$ cat src/rtl/ym3438_dbg_pkg.sv
// Shared types and constants for the YM3438 debug-chain capture block.
package ym3438_dbg_pkg;

  typedef enum logic {
    IDLE  = 1'b0,
    SHIFT = 1'b1
  } cap_state_e;

  localparam int CHAIN_LEN_MIN = 2;
  localparam int CHAIN_LEN_MAX = 256;

  function automatic int cnt_width(input int len);
    return (len <= 2) ? 1 : $clog2(len);
  endfunction

endpackage

$ cat src/rtl/ym3438_dbg_capture_if.sv
// Host-side word handshake of the debug capture block.
interface ym3438_dbg_capture_if #(
  parameter int CHAIN_LEN = 16
);

  logic [CHAIN_LEN-1:0] data_out;
  logic                 valid;
  logic                 ready;
  logic                 busy;
  logic                 overrun;

  modport master (
    output data_out,
    output valid,
    output busy,
    output overrun,
    input  ready
  );

  modport slave (
    input  data_out,
    input  valid,
    input  busy,
    input  overrun,
    output ready
  );

endinterface

$ cat src/rtl/ym3438_dbg_deser.sv
// Shift register and bit counter; done pulses combinationally on the last sample.
module ym3438_dbg_deser
  import ym3438_dbg_pkg::*;
#(
  parameter int CHAIN_LEN = 16
) (
  input  logic                 MCLK,
  input  logic                 rst,
  input  logic                 clr,
  input  logic                 sample,
  input  logic                 serial_in,
  output logic                 done,
  output logic [CHAIN_LEN-1:0] word
);

  localparam int CW = cnt_width(CHAIN_LEN);

  logic [CW-1:0]        cnt;
  logic [CHAIN_LEN-2:0] sr;

  // Only CHAIN_LEN-1 bits are stored; the final bit joins straight from serial_in.
  assign word = {sr, serial_in};
  assign done = sample && (cnt == CW'(CHAIN_LEN - 1));

  always_ff @(posedge MCLK) begin
    if (rst || clr) begin
      cnt <= '0;
      sr  <= '0;
    end else if (sample) begin
      sr  <= word[CHAIN_LEN-2:0];
      cnt <= done ? '0 : cnt + CW'(1);
    end
  end

endmodule

$ cat src/rtl/ym3438_dbg_capture.sv
// Debug-chain tail capture: serial stream to parallel word with valid/ready.
// Optional sticky overrun flag: define YM3438_DBG_CAPTURE_OVERRUN_EN.
//
// state | meaning
// IDLE  | waiting for a load event (busy=0)
// SHIFT | sampling chain bits on c1 (busy=1)
module ym3438_dbg_capture
  import ym3438_dbg_pkg::*;
#(
  parameter int CHAIN_LEN = 16
) (
  input  logic                  MCLK,
  input  logic                  rst,
  input  logic                  c1,
  input  logic                  load,
  input  logic                  serial_in,
  ym3438_dbg_capture_if.master  host
);

  if (CHAIN_LEN < CHAIN_LEN_MIN || CHAIN_LEN > CHAIN_LEN_MAX) begin : g_len_check
    $error("CHAIN_LEN out of range");
  end

  cap_state_e           state_q, state_d;
  logic                 load_ev, sample_ev, done;
  logic [CHAIN_LEN-1:0] word;
  logic [CHAIN_LEN-1:0] data_q;
  logic                 valid_q;

  assign load_ev   = c1 && load;
  assign sample_ev = c1 && (state_q == SHIFT) && !load;

  ym3438_dbg_deser #(
    .CHAIN_LEN (CHAIN_LEN)
  ) u_deser (
    .MCLK      (MCLK),
    .rst       (rst),
    .clr       (load_ev),
    .sample    (sample_ev),
    .serial_in (serial_in),
    .done      (done),
    .word      (word)
  );

  always_ff @(posedge MCLK) begin
    if (rst) state_q <= IDLE;
    else     state_q <= state_d;
  end

  // A load event in SHIFT restarts the capture rather than completing it.
  always_comb begin
    state_d = state_q;
    if (state_q == IDLE) begin
      if (load_ev) state_d = SHIFT;
    end else begin
      if (load_ev)   state_d = SHIFT;
      else if (done) state_d = IDLE;
    end
  end

  always_ff @(posedge MCLK) begin
    if (rst) begin
      data_q  <= '0;
      valid_q <= 1'b0;
    end else if (done) begin
      data_q  <= word;
      valid_q <= 1'b1;
    end else if (valid_q && host.ready) begin
      valid_q <= 1'b0;
    end
  end

`ifdef YM3438_DBG_CAPTURE_OVERRUN_EN
  logic overrun_q;

  always_ff @(posedge MCLK) begin
    if (rst)                                  overrun_q <= 1'b0;
    else if (done && valid_q && !host.ready)  overrun_q <= 1'b1;
  end

  assign host.overrun = overrun_q;
`else
  assign host.overrun = 1'b0;
`endif

  assign host.data_out = data_q;
  assign host.valid    = valid_q;
  assign host.busy     = (state_q == SHIFT);

endmodule

$ cat src/flat_wrapper.sv
// flat-port wrapper written by rule: the top's interface ports become plain ports
module ym3438_dbg_capture_flat import ym3438_dbg_pkg::*;
#(
  parameter int CHAIN_LEN = 16
)
  (MCLK, rst, c1, load, serial_in, host_data_out, host_valid, host_busy, host_overrun, host_ready);
  ym3438_dbg_capture_if #(.CHAIN_LEN(CHAIN_LEN)) host_i ();
  input  logic MCLK;
  input  logic rst;
  input  logic c1;
  input  logic load;
  input  logic serial_in;
  output wire logic [$bits(host_i.data_out)-1:0] host_data_out;
  output wire logic [$bits(host_i.valid)-1:0] host_valid;
  output wire logic [$bits(host_i.busy)-1:0] host_busy;
  output wire logic [$bits(host_i.overrun)-1:0] host_overrun;
  input wire logic [$bits(host_i.ready)-1:0] host_ready;
  assign host_data_out = host_i.data_out;
  assign host_valid = host_i.valid;
  assign host_busy = host_i.busy;
  assign host_overrun = host_i.overrun;
  assign host_i.ready = host_ready;
  ym3438_dbg_capture #(.CHAIN_LEN(CHAIN_LEN)) u_core (.MCLK(MCLK), .rst(rst), .c1(c1), .load(load), .serial_in(serial_in), .host(host_i));
endmodule
$ cat config.mk
export PLATFORM = sky130hd
export DESIGN_NAME = ym3438_dbg_capture_flat
export DESIGN_NICKNAME = d
export VERILOG_FILES = /design/src/rtl/ym3438_dbg_pkg.sv /design/src/rtl/ym3438_dbg_capture_if.sv /design/src/rtl/ym3438_dbg_deser.sv /design/src/rtl/ym3438_dbg_capture.sv /design/src/flat_wrapper.sv
export SDC_FILE = /design/constraint.sdc
export NUM_CORES = 1
export LEC_CHECK = 0
export ABC_AREA = 0
export BUFFER_PORTS_ARGS = -buffer_cell sky130_fd_sc_hd__buf_2
export CORE_MARGIN = 2
export CORE_UTILIZATION = 53
export CTS_BUF_LIST = sky130_fd_sc_hd__clkbuf_16
export CTS_CLUSTER_DIAMETER = 40
export CTS_CLUSTER_SIZE = 8
export DETAILED_ROUTE_END_ITERATION = 10
export HOLD_SLACK_MARGIN = 0.06
export PLACE_DENSITY = 0.85
export SYNTH_ARGS = -nofsm -noshare
export SYNTH_HDL_FRONTEND = slang
export SYNTH_HIERARCHICAL = 1
export SYNTH_SLANG_ARGS = --single-unit
$ cat constraint.sdc
create_clock -name MCLK -period 1.7 [get_ports MCLK]
set_input_delay 0.34 -clock MCLK [delete_from_list [all_inputs] [get_ports MCLK]]
set_output_delay 0.34 -clock MCLK [all_outputs]
set_load 0.1 [all_outputs]
==> Yosys cells after proc, flatten, opt, wreduce, memory -nomap -nowiden <==
Index checks and enable logic that the tools add are counted.
Widths: inputs -> output; s select.
{ "word_totals": {"register_bits": 37, "inputBits": 6, "output_inout_bits": 19, "word_cells": 22} }
{ "op_classes": {"addsub": 1, "eq_ne": 1, "mux": 7, "n_reduce_logical": 8} }
{ "op_table": {"columns": ["operator", "count"], "rows": [
  ["$mux 1", 6],
  ["$logic_and 1x1->1", 5],
  ["$add 4x1->4 const B", 1],
  ["$eq 4x4->1 const B", 1],
  ["$mux 4", 1],
  ["$reduce_bool 2->1", 1],
  ["$logic_not 1->1", 1],
  ["$logic_or 1x1->1", 1]
]} }

==> Depth between registers and ports, before layout <==
{ "depth": {"word_depth": 6, "depth_mapped": 8} }

==> Hierarchy <==
The synthesis kept the hierarchy.
{ "modules_own_cells": {"columns": ["module", "instances", "cells_per_inst", "area_per_inst_um2", "seq_area_each_um2"], "rows": [
  ["ym3438_dbg_deser", 1, 70, 740.7, 380.4],
  ["ym3438_dbg_capture", 1, 65, 674.4, 360.3]
]} }

==> Worst setup path before layout <==
OpenSTA, ideal clock, no wires.
{ "synth_timing": {"path_type": "register -> register", "start": "register u_core.state_q (netlist: u_core/host.busy)", "end": "register u_core.data_q[0] (netlist: u_core/host.data_out[0])", "arrival_time_ns": 2.131, "path_slack_ns": -0.549, "stages_incl_launch_ff": 9, "path_buffers": 3, "path_cell_list": "dfxtp_1 > nand2_1 > nor2_1 > buf_4 > and4_1 > buf_6 > buf_12 > mux2i_1 > nor2_1"} }
{ "synth_between": {"elab_chain_cells": 3} }
{ "synth_rtl": {"columns": ["item", "line", "rtl"], "rows": [
  ["from (decl)", "ym3438_dbg_capture.sv:24", "cap_state_e state_q, state_d;"],
  ["from (signal assigned)", "ym3438_dbg_capture.sv:47", "else state_q <= state_d;"],
  ["$logic_and 1x1->1 (2 in a row)", "ym3438_dbg_capture.sv:31", "assign sample_ev = c1 && (state_q == SHIFT) && !load;"],
  ["net u_core.sample_ev", "ym3438_dbg_capture.sv:25", "logic load_ev, sample_ev, done;"],
  ["$logic_and 1x1->1", "ym3438_dbg_deser.sv:23", "assign done = sample && (cnt == CW'(CHAIN_LEN - 1));"],
  ["net u_core.done", "ym3438_dbg_capture.sv:25", null],
  ["to (signal assigned)", "ym3438_dbg_capture.sv:66", "data_q <= word;"],
  ["to (decl)", "ym3438_dbg_capture.sv:27", "logic [CHAIN_LEN-1:0] data_q;"]
]} }
The timed path passes the listed nets, and every way through them passes these cells.
A chain may end at the register's enable or synchronous reset.

==> Final worst setup path <==
{ "layout_timing": {"start": "register u_core.u_deser.cnt[0]", "end": "register u_core.data_q[5] (netlist: u_core/host.data_out[5])"} }
{ "layout_between": {"elab_chain_cells": 2} }
{ "layout_rtl": {"columns": ["item", "line", "rtl"], "rows": [
  ["from (decl)", "ym3438_dbg_deser.sv:18", "logic [CW-1:0] cnt;"],
  ["from (signal assigned)", "ym3438_dbg_deser.sv:31", "cnt <= done ? '0 : cnt + CW'(1);"],
  ["$eq 4x4->1", "ym3438_dbg_deser.sv:23", null],
  ["$logic_and 1x1->1", "ym3438_dbg_deser.sv:23", null],
  ["net u_core.done", "ym3438_dbg_capture.sv:25", null]
]} }
The timed path passes the listed nets, and every way through them passes these cells.

==> flow_summary.toml <==
[routing]
drt_iter0_drc = 19
post_drt_via_cell_ratio = 5.21
vias = 1001
drc = 0
antenna_left = 0
wirelength_mm = 2.60
drtPass1Iterations = 5
wl_per_cell_um = 13.5

[place]
gp_congestion = 0.707
pre_cts_ws_ps = 210
place_hpwl_mm = 1.78
dpl.cell_count = 184
io_buffers = 23
placed_area_um2 = 1530

[critical_path]
endpoint_kind = "flip-flop"
path_max_fanout = 11
arrival_ps = 1640
critPathKind = "reg2reg"
startpoint_type = "flip-flop"
cp.required_ps = 1860

[final_layout]
layout-drive-gt1-share_pct = 22.8
n_fill_cell = 193
nets = 168
design_area_um2 = 1670
areaGrowthSynthToFinish_pct = 17.7
utilization_pct = 66.6
instances_no_fill = 192
insertedDiodeCount = 0

[sta]
fin_crit_ps = 1480
tns_ps = 0
fmax_mhz = 676
slew_violations = 0
finalSetupViolations = 0
rsz0062_at_grt = "no"
skew_ps = 6.34
fin_crit_sh_pct = 87.0
setup_slack_ps = 221
hold_viol_final = 0

[die]
die_w_um = 55.7
dieArea_um2 = 3100
initial_core_util_pct = 56.6
placementRows = 18
pin_count = 25
die_y_um = 55.7
coreArea_um2 = 2500

[flow_run]
maxCapViolations = 0

[logic_synthesis]
synth_nets = 142
synth-seq-cells = 37
syn_inst = 135
synth_ff_type = "dfxtp_1"
yosysTopAreaCellShare_pct = 52.3
synth_top_area_cell = "dfxtp_1"
synth-edff-count = 0
synthTopCellsByArea = "dfxtp_1 (52%), mux2i_1 (23%), nor2_1 (9.5%), buf_4 (2.1%), buf_6 (1.6%)"
synth.avg_cell_area_um2 = 10.5
synth.yosys.seq_area_share_pct = 52.3
synth-async-reset-ratio_pct = 0
syn-cell-area_um2 = 1420
synth_cell_types = 21
yosysWarningCount = 6

[clock_tree]
root_buffer = "clkbuf_16"
cts_setup_buffers = 0
clkSinkCount = 37
clk_path_buf_depth = 2
post_cts_resized = 0
clk-insertion-delay-late_ps = 270
h-tree-depth = 2
cts_tree = "yes"
cts_hold_buf = 0
clkSlewWorstSetupHoldPaths_ps = 50
cts_made_buffers = 5

[power]
power_density_nw_per_um2 = 1070
p_leak_nw = 0.661
ir_worst_vdd_v = 0.000818

[global_routing]
grt_pass1_vias = 1046
grt_max_degree = 21
grt_use_total_pct = 18.2
grt_first_pass_wirelength_mm = 4.41
antenna_found_initial = 0
grt-ovfl-total = 0

[run_status]
outcome = "completed"

[min_path]
min_path_type = "in2reg"
==> worst max-delay path, cell delays in order (launching register included) <==
cell and delay (ps):
dfxtp_1 390, ha_1 230, and4_1 220, buf_4 220
mux2i_1 240, nor2_1 60
==> sequential cells by signal, indices dropped and copies added (netlist names) <==
signal	cells
u_core/host.busy	1
u_core/host.data_out	16
u_core/u_deser/cnt	4
u_core/host.valid	1
u_core/u_deser/sr	15
==> layout by cell type, fill, tap and decap left out, types with 2 or more instances in the layout <==
master and n:
nand2b_1 2, buf_2 23, mux2i_1 33, nor2_1 35
dfxtp_1 36, a21oi_1 3, buf_4 6, inv_1 4
clkbuf_16 5, nand2_1 2
==> cell usage after synthesis, types with 2 or more instances <==
master	count
buf_6	2
nand2_1	3
buf_2	2
buf_4	4
a21oi_1	3
dfxtp_1	37
inv_1	2
nand2b_1	2
nor2_1	36
mux2i_1	33
==> final timing paths <==
check | start | slack [ps] | depth (start not counted) | end
hold reg to reg | u_core/host.data_out[12] | 490 | 2 | u_core/host.data_out[12]
setup reg to reg | u_core/u_deser/cnt[0] | 220 | 5 | u_core/host.data_out[5]
hold / removal | serial_in | 330 | 3 | u_core/u_deser/sr[0]
setup / recovery | u_core/u_deser/cnt[0] | 220 | 5 | u_core/host.data_out[5]
==> report_power, final <==
group	switching [mW]	leakage, nW	internal [mW]
sequential	0.00236	0.299	0.870
combinational	0.0513	0.288	0.0197
clock	0.309	0.0738	0.526
total	0.362	0.661	1.42
==> per-layer routing <==
layer	routed length, µm	track usage (%)	vias to the layer above
li1	-	-	493
met1	1150	20.4	480
met2	1310	31.0	24
met3	117	5.12	4
met4	23	9.76	0
met5	0	0	-
==> area by class of cell <==
| cell class | instances | area [µm²] | share of cell area, % |
|---|---|---|---|
| Inverter | 2 | 7.51 | 0.451 |
| Clock buffer | 5 | 125 | 7.51 |
| Sequential cell | 37 | 744 | 44.7 |
| Multi-Input combinational cell | 86 | 579 | 34.8 |
| Tap cell | 30 | 37.5 | 2.25 |
| Clock inverter | 3 | 11.3 | 0.676 |
| Timing Repair Buffer | 29 | 160 | 9.62 |
==> cell families (layout without fill, tap and decap cells) <==
family / after synthesis / count (layout) / synth area share [%]
AO/OA/AOI/OAI: 5 / 5 / 2.12
XOR/XNOR: 1 / 1 / 0.619
adder cells (fa/ha/maj): 1 / 1 / 0.884
buffers and inverters: 12 / 39 / 7.43
flip-flops: 37 / 37 / 52.3
multiplexers: 33 / 33 / 23.3
other: 1 / 1 / 0.265
AND/OR/NAND/NOR: 45 / 45 / 13.0
==> per-stage QoR <==
step	power [mW]	hold WS, ps
6_report	1.78	334
2_1_floorplan	0.953	460
5_1_grt	1.83	353
4_1_cts	1.80	330
3_5_place_dp	0.961	482
3_3_place_gp	0.960	453
(Power assumes the default switching activity.)
